## src/rtl/hazard_controller.sv

```systemverilog
`default_nettype none
// ============================================================================
// hazard_controller: operand forwarding, load-use/branch hazards and
// data-memory stall control with a sticky timeout error.
// Rev 1.0
// ============================================================================
module hazard_controller #(
  parameter int TIMEOUT = 16,
  parameter int CNT_W   = 16
) (
  input  logic             clk,
  input  logic             rst,
  input  logic [4:0]       Rs1D,
  input  logic [4:0]       Rs2D,
  input  logic [4:0]       Rs1E,
  input  logic [4:0]       Rs2E,
  input  logic [4:0]       RdE,
  input  logic [4:0]       RdM,
  input  logic [4:0]       RdW,
  input  logic [1:0]       ResultSrcE,
  input  logic             RegWriteM,
  input  logic             RegWriteW,
  input  logic             PCSrcE,
  input  logic             MemAccessM,
  input  logic             MemReadyM,
  input  logic             ClearCount,
  output logic [1:0]       ForwardAE,
  output logic [1:0]       ForwardBE,
  output logic             StallF,
  output logic             StallD,
  output logic             StallE,
  output logic             StallM,
  output logic             FlushD,
  output logic             FlushE,
  output logic             FlushW,
  output logic             MemError,
  output logic [CNT_W-1:0] StallCount
);

  typedef enum logic [1:0] {
    IDLE  = 2'd0,
    WAIT  = 2'd1,
    ERROR = 2'd2
  } state_t;

  localparam logic [7:0]       c_waitLast = 8'(TIMEOUT - 1);
  localparam logic [CNT_W-1:0] c_cntMax   = '1;

  state_t           r_state;
  state_t           w_stateNext;
  logic [7:0]       r_waitCnt;
  logic [7:0]       w_waitCntNext;
  logic [CNT_W-1:0] r_stallCount;
  logic             w_memStall;
  logic             w_lwStall;
  logic             w_stallFD;

  function automatic logic [1:0] fwdSel(
    input logic [4:0] rs,
    input logic [4:0] rdM,
    input logic       wrM,
    input logic [4:0] rdW,
    input logic       wrW
  );
    if (rs != 5'd0 && rs == rdM && wrM)      return 2'b10;
    else if (rs != 5'd0 && rs == rdW && wrW) return 2'b01;
    else                                     return 2'b00;
  endfunction

  assign w_lwStall = (ResultSrcE == 2'b01) && (RdE != 5'd0) &&
                     ((RdE == Rs1D) || (RdE == Rs2D));
  assign w_stallFD = w_lwStall | w_memStall;

  always_comb begin
    w_stateNext   = r_state;
    w_waitCntNext = r_waitCnt;
    w_memStall    = 1'b0;
    unique case (r_state)
      IDLE: begin
        w_memStall = MemAccessM & ~MemReadyM;
        if (w_memStall) begin
          w_stateNext   = WAIT;
          w_waitCntNext = 8'd1;
        end
      end
      WAIT: begin
        w_memStall = ~MemReadyM;
        if (MemReadyM) begin
          w_stateNext   = IDLE;
          w_waitCntNext = 8'd0;
        end else if (r_waitCnt == c_waitLast) begin
          w_stateNext = ERROR;
        end else begin
          w_waitCntNext = r_waitCnt + 8'd1;
        end
      end
      ERROR: begin
        w_memStall = 1'b1;
      end
      default: begin
        w_stateNext   = IDLE;
        w_waitCntNext = 8'd0;
      end
    endcase
  end

  always_ff @(posedge clk or negedge rst) begin
    if (!rst) begin
      r_state   <= IDLE;
      r_waitCnt <= 8'd0;
    end else begin
      r_state   <= w_stateNext;
      r_waitCnt <= w_waitCntNext;
    end
  end

  always_ff @(posedge clk or negedge rst) begin
    if (!rst) begin
      r_stallCount <= '0;
    end else if (ClearCount) begin
      r_stallCount <= '0;
    end else if (w_stallFD && r_stallCount != c_cntMax) begin
      r_stallCount <= r_stallCount + CNT_W'(1);
    end
  end

  // Outputs are forced quiet while reset is held, independent of inputs.
  assign ForwardAE  = rst ? fwdSel(Rs1E, RdM, RegWriteM, RdW, RegWriteW) : 2'b00;
  assign ForwardBE  = rst ? fwdSel(Rs2E, RdM, RegWriteM, RdW, RegWriteW) : 2'b00;
  assign StallF     = rst & w_stallFD;
  assign StallD     = rst & w_stallFD;
  assign StallE     = rst & w_memStall;
  assign StallM     = rst & w_memStall;
  assign FlushW     = rst & w_memStall;
  // A memory stall holds the branch in Execute, so its flushes must wait.
  assign FlushD     = rst & PCSrcE & ~w_memStall;
  assign FlushE     = rst & (w_lwStall | PCSrcE) & ~w_memStall;
  assign MemError   = (r_state == ERROR);
  assign StallCount = r_stallCount;

endmodule
`default_nettype wire

```

## config.mk

```make
export PLATFORM = sky130hd
export DESIGN_NAME = hazard_controller
export DESIGN_NICKNAME = d
export VERILOG_FILES = /design/src/rtl/hazard_controller.sv
export SDC_FILE = /design/constraint.sdc
export NUM_CORES = 1
export LEC_CHECK = 0
export BUFFER_PORTS_ARGS = -buffer_cell sky130_fd_sc_hd__buf_2
export CORE_AREA = 2 2 68 70
export CTS_BUF_LIST = sky130_fd_sc_hd__clkbuf_2 sky130_fd_sc_hd__clkbuf_4 sky130_fd_sc_hd__clkbuf_8
export CTS_CLUSTER_DIAMETER = 150
export DETAILED_ROUTE_END_ITERATION = 7
export DIE_AREA = 0 0 70 72
export PLACE_DENSITY = 0.77
export SLEW_MARGIN = 0
export SYNTH_ARGS = -nofsm -noshare
export SYNTH_HDL_FRONTEND = slang
export SYNTH_SLANG_ARGS = --single-unit
export TNS_END_PERCENT = 50
```

## constraint.sdc

```tcl
create_clock -name clk -period 2.1 [get_ports clk]
set_clock_uncertainty 0.1 [all_clocks]
set_input_delay 0.105 -clock clk [delete_from_list [all_inputs] [get_ports clk]]
set_output_delay 0.105 -clock clk [all_outputs]
set_load 0.005 [all_outputs]
```

Word level (Yosys, flattened, before mapping) --
Cells that the tools add are included.
Operators by class: add/subtract/negate cells 2, equal/unequal tests 14, multiplexer cells 17, bitwise gates (word level) 12, reductions and logical operators 19
Operators with widths (number):
- 16-bit 2-to-1 mux | 2
- 5-bit equality test | 6
- 8-bit 2-to-1 mux | 3
- 8-bit one-hot mux with 3 select lines | 1
- 16-bit by 1-bit adder with 16-bit output, second input constant | 1
- 16-bit inequality test, second input constant | 1
- 5-bit nonzero test | 3
- 2-bit 2-to-1 mux | 7
- 1-bit logical AND | 11
- 8-bit by 1-bit adder with 8-bit output, second input constant | 1
- 8-bit by 4-bit equality test with 1-bit output, second input constant | 1
- 1-bit AND | 7
- 3-bit inequality test, second input constant | 2
- 2-bit one-hot mux with 3 select lines | 1
- 3-bit AND reduction | 2
- 2-bit by 1-bit equality test with 1-bit output, second input constant | 2
- 1-bit NOT | 3
- 1-bit one-hot mux with 3 select lines | 1
- 2-bit equality test, second input constant | 1
- 2-bit logical NOT | 1
- 1-bit 2-to-1 mux | 2
- 2-bit inequality test, second input constant | 1
- 1-bit bitwise OR | 2
- 2-bit nonzero test | 1
- 1-bit logical OR | 1
Word-level totals: register bits 26, output and inout bits 28

Depth between registers and ports, before layout --
depth after elaboration 7, depth in mapped cells 8, mapped depth without buffers 7

Worst setup path before layout --
No wires, ideal clock.
path type register to register, from register r_stallCount[12] (netlist: StallCount[12]), to register r_stallCount[9] (netlist: StallCount[9]), setup time 0.125 ns, data arrival time 1.819 ns, path slack 0.056 ns, cell stages (with the launch flop) 8, clock period less this slack 2.044 ns, cell sequence dfrtp_1 > nand3_2 > or2_1 > or3_4 > nor3_4 > buf_6 > nor4_2 > mux2_4
On the way: cells in the longest elaborated chain, start to end 3
RTL lines:
- start: declaration | RTL line 53 | logic [CNT_W-1:0] r_stallCount;
- start signal: assignment | RTL line 123 | r_stallCount <= r_stallCount + CNT_W'(1);
- 16-bit inequality test | RTL line 122 | end else if (w_stallFD && r_stallCount != c_cntMax) begin
- 1-bit logical AND | RTL line 122
- 2-bit nonzero test (no line)
No other way between the ends. A chain may end at the register's enable or synchronous reset.

Final worst setup path --
from register r_stallCount[14] (netlist: StallCount[14]), to register r_stallCount[13] (netlist: StallCount[13])
The elaborated chain is that of the path after synthesis.

==> qor.csv <==
stage,metric,value,unit
drt,Pre-antenna DRT Iters,4,
logic_synthesis,sequential fraction of the synthesis area,34.0,%
logic_synthesis,Post-Synth XOR/XNOR Area,14.6,%
logic_synthesis,asr flop ratio synth,100,%
pwr,P_leak,0.00115,µW
clocking,Root Driver,clkbuf_8,
sta,setup tns final,0,ps
sta,Final period util,95.6,%
drt,wire per inst,12.6,µm
logic_synthesis,Synth Area per Inst,8.70,µm²
pwr,VDD IR-drop max,0.276,mV
floorplan,Die Y,72,µm
logic_synthesis,Compound-Gate Fraction of Synth Area,13.3,%
flow_run,max_cap viols,0,
global_route,GRT overflow,0,
logic_synthesis,ys flop type,dfrtp_1,
sta,Worst-Margin Slew,393,ps
worst_setup_path,crit-path leading delay family,simple AND/OR/NAND/NOR gates,
sta,maximum clock rate,0.498,GHz
hold_path,hold wc startpoint,MemReadyM,
drt,# DRC,0,
clocking,H-tree depth,1,
logic_synthesis,Yosys warnings,0,
clocking,deepest clock path buffer count,2,
clocking,TritonCTS clock tree,built,
worst_setup_path,Worst Path Buf+Inv,0,
drt,antenna-violating nets left,0,
worst_setup_path,Setup crit end kind,flop,
global_route,met2 Use GR,34.1,%
place,placed inst area,2390,µm²
logic_synthesis,Simple-Gate Fraction of Synth Area,29.9,%
global_route,first-pass GRT wire length,7.60,mm
global_route,met1 GRT Util,21.3,%
worst_setup_path,CP Cell Sequence,nand3_2 -> or2_1 -> or3_4 -> nor3_4 -> nor4_1 -> mux2_1,
hold_path,WHS Path Cells,3,
cells_and_area,Final Instance Area,2480,µm²
drt,WL final,4.44,mm
logic_synthesis,main combinational cell family by area after synthesis,simple AND/OR/NAND/NOR gates,
logic_synthesis,area share of fa/ha/maj cells after synthesis,1.31,%
worst_setup_path,CP max-delay cell,dfrtp_1,
cells_and_area,most frequent cells in the layout,"buf_2, dfrtp_1, xnor2_1",
pwr,pwr dens,470,nW/µm²
worst_setup_path,Crit path largest cell delay,410,ps
logic_synthesis,post-synthesis instance area,1910,µm²
cells_and_area,final core occ,58.2,%
drt,vias,1897,
logic_synthesis,Syn Inst Count,220,
cells_and_area,Layout area overhead,29.5,%
logic_synthesis,syn nets,267,
logic_synthesis,#FFs+latches synth,26,
worst_setup_path,CP Launch Type,flop,
worst_setup_path,Worst R2R Path Depth,6,
place,routability-driven placement congestion ratio,0.846,
sta,final setup fails,0,
clocking,total CTS buffers,3,
floorplan,area of the core,4260,µm²
cells_and_area,share of cells above drive strength 1,32.6,%
sta,final hold violations,0,
hold_path,HP Class,in2reg,
place,number of buffers added on ports,72,
logic_synthesis,mux share of post-synthesis cell area,2.55,%
global_route,GRT Max-Usage Layer,met2,
sta,minimum clock period,2010,ps
global_route,GRT Overall Usage,18.1,%
clocking,"Clk pin slew, worst setup/hold paths",100,ps
logic_synthesis,"EDFF count, synth",0,
floorplan,die area,5040,µm²
worst_setup_path,CP arrival,2070,ps
outcome,status,finished clean,
floorplan,number of cell rows,24,
floorplan,number of I/O pins,73,
clocking,Skew-Pair Late Insertion Delay,270,ps
worst_setup_path,Worst setup startpoint,StallCount[14],
floorplan,starting density of the core,44.9,%
cells_and_area,Antenna diodes,0,
cells_and_area,"most common cell after layout, fill and taps aside",buf_2,
worst_setup_path,Worst Path Required,2160,ps
worst_setup_path,CP max FO,6,
global_route,largest net degree at the start of global routing,30,
sta,Slew HR,73.7,%
sta,"Slew Viols, Final",0,
clocking,Sinks on Clock Net,26,
sta,Hold WS,44.1,ps
drt,1st-iter DRT viols,74,
place,DP HPWL,3.61,mm
worst_setup_path,RR Startpoint,StallCount[14],
global_route,vias in the first global route,1772,
cells_and_area,Nets,349,
logic_synthesis,Synth cell types,41,
floorplan,Die W,70,µm
worst_setup_path,Levels on crit path,6,
drt,vias per cell,5.37,
global_route,initial antenna violation count,0,
global_route,met3 global-route usage,4.03,%
worst_setup_path,WS Path Type,reg2reg,
flip-flops by register name, summed over array words and instances, names as in the netlist:
signal and flops:
StallCount 16, r_waitCnt 8, r_state 2
per-layer routing:
metal | vias to the layer above | wire [µm] | part of all wire (%)
li1 | 962 | - | -
met1 | 882 | 1910 | 43
met2 | 47 | 2260 | 51
met3 | 6 | 240 | 5.4
met4 | 0 | 32 | 0.72
met5 | - | 0 | 0
power by group:
group / internal [µW] / switching [µW]
Combinational: 112 / 115
Clock: 255 / 161
Sequential: 511 / 12.2
Total: 878 / 288
kinds of logic after synthesis:
logic type               Yosys count
AO/OA/AOI/OAI                     44
XOR/XNOR                          32
adder cells (fa/ha/maj)            2
buffers and inverters             15
flip-flops                        26
multiplexers                       4
AND/OR/NAND/NOR                   97
per-stage QoR:
stage | power, µW | cells | setup slack, ps
after floorplan | 651 | 220 | 55.7
after global placement | 753 | 347 | 139
after detailed placement | 759 | 347 | 82.7
after CTS | 1180 | 352 | 67.0
after global routing | 1230 | 353 | -4.52
final | 1170 | 353 | 92.6
path summary, 6_finish.rpt:
| check | endpoint | slack (ps) |
|---|---|---|
| setup / recovery | StallCount[13] | 90 |
| min in group asynchronous | r_state[0] | 130 |
| hold reg to reg | r_waitCnt[2] | 400 |
| hold / removal | r_waitCnt[0] | 40 |
| max in group asynchronous | StallCount[6] | 1330 |
| setup reg to reg | StallCount[13] | 90 |
tightest hold or removal path: stages:
cell	delay, ps
buf_2	100
o21a_1	110
o31ai_1	70
cell usage after synthesis, types with 6 or more instances:
cell type / count / area (µm²)
o31ai_1: 9 / 67.6
dfrtp_1: 26 / 651
a21oi_1: 15 / 75.1
o21ai_0: 14 / 70.1
inv_1: 6 / 22.5
xor2_1: 6 / 52.6
xnor2_1: 26 / 228
nand2_1: 15 / 56.3
nand4_1: 7 / 43.8
or4_1: 12 / 90.1
nand3_1: 12 / 60.1
nor4_1: 7 / 43.8
nor2_1: 14 / 52.6
what timing repair did:
| item | 4_1_cts | 5_1_grt |
|---|---|---|
| setup buffers | 0 | 1 |
| endpoints found under the hold margin | 26 | 0 |
| resized for setup | 0 | 2 |
| endpoints found under the setup margin | 0 | 11 |
| hold buffers | 1 | 0 |
final cells by class:
class	count	area, µm²
clock inverter	1	30.0
inverter	6	22.5
timing repair buffer	86	484
tap	52	65.1
fill	396	1780
sequential	26	651
clock buffer	3	41.3
multi-input combinational	179	1190
No activity file was read; power rests on OpenSTA's default activity.
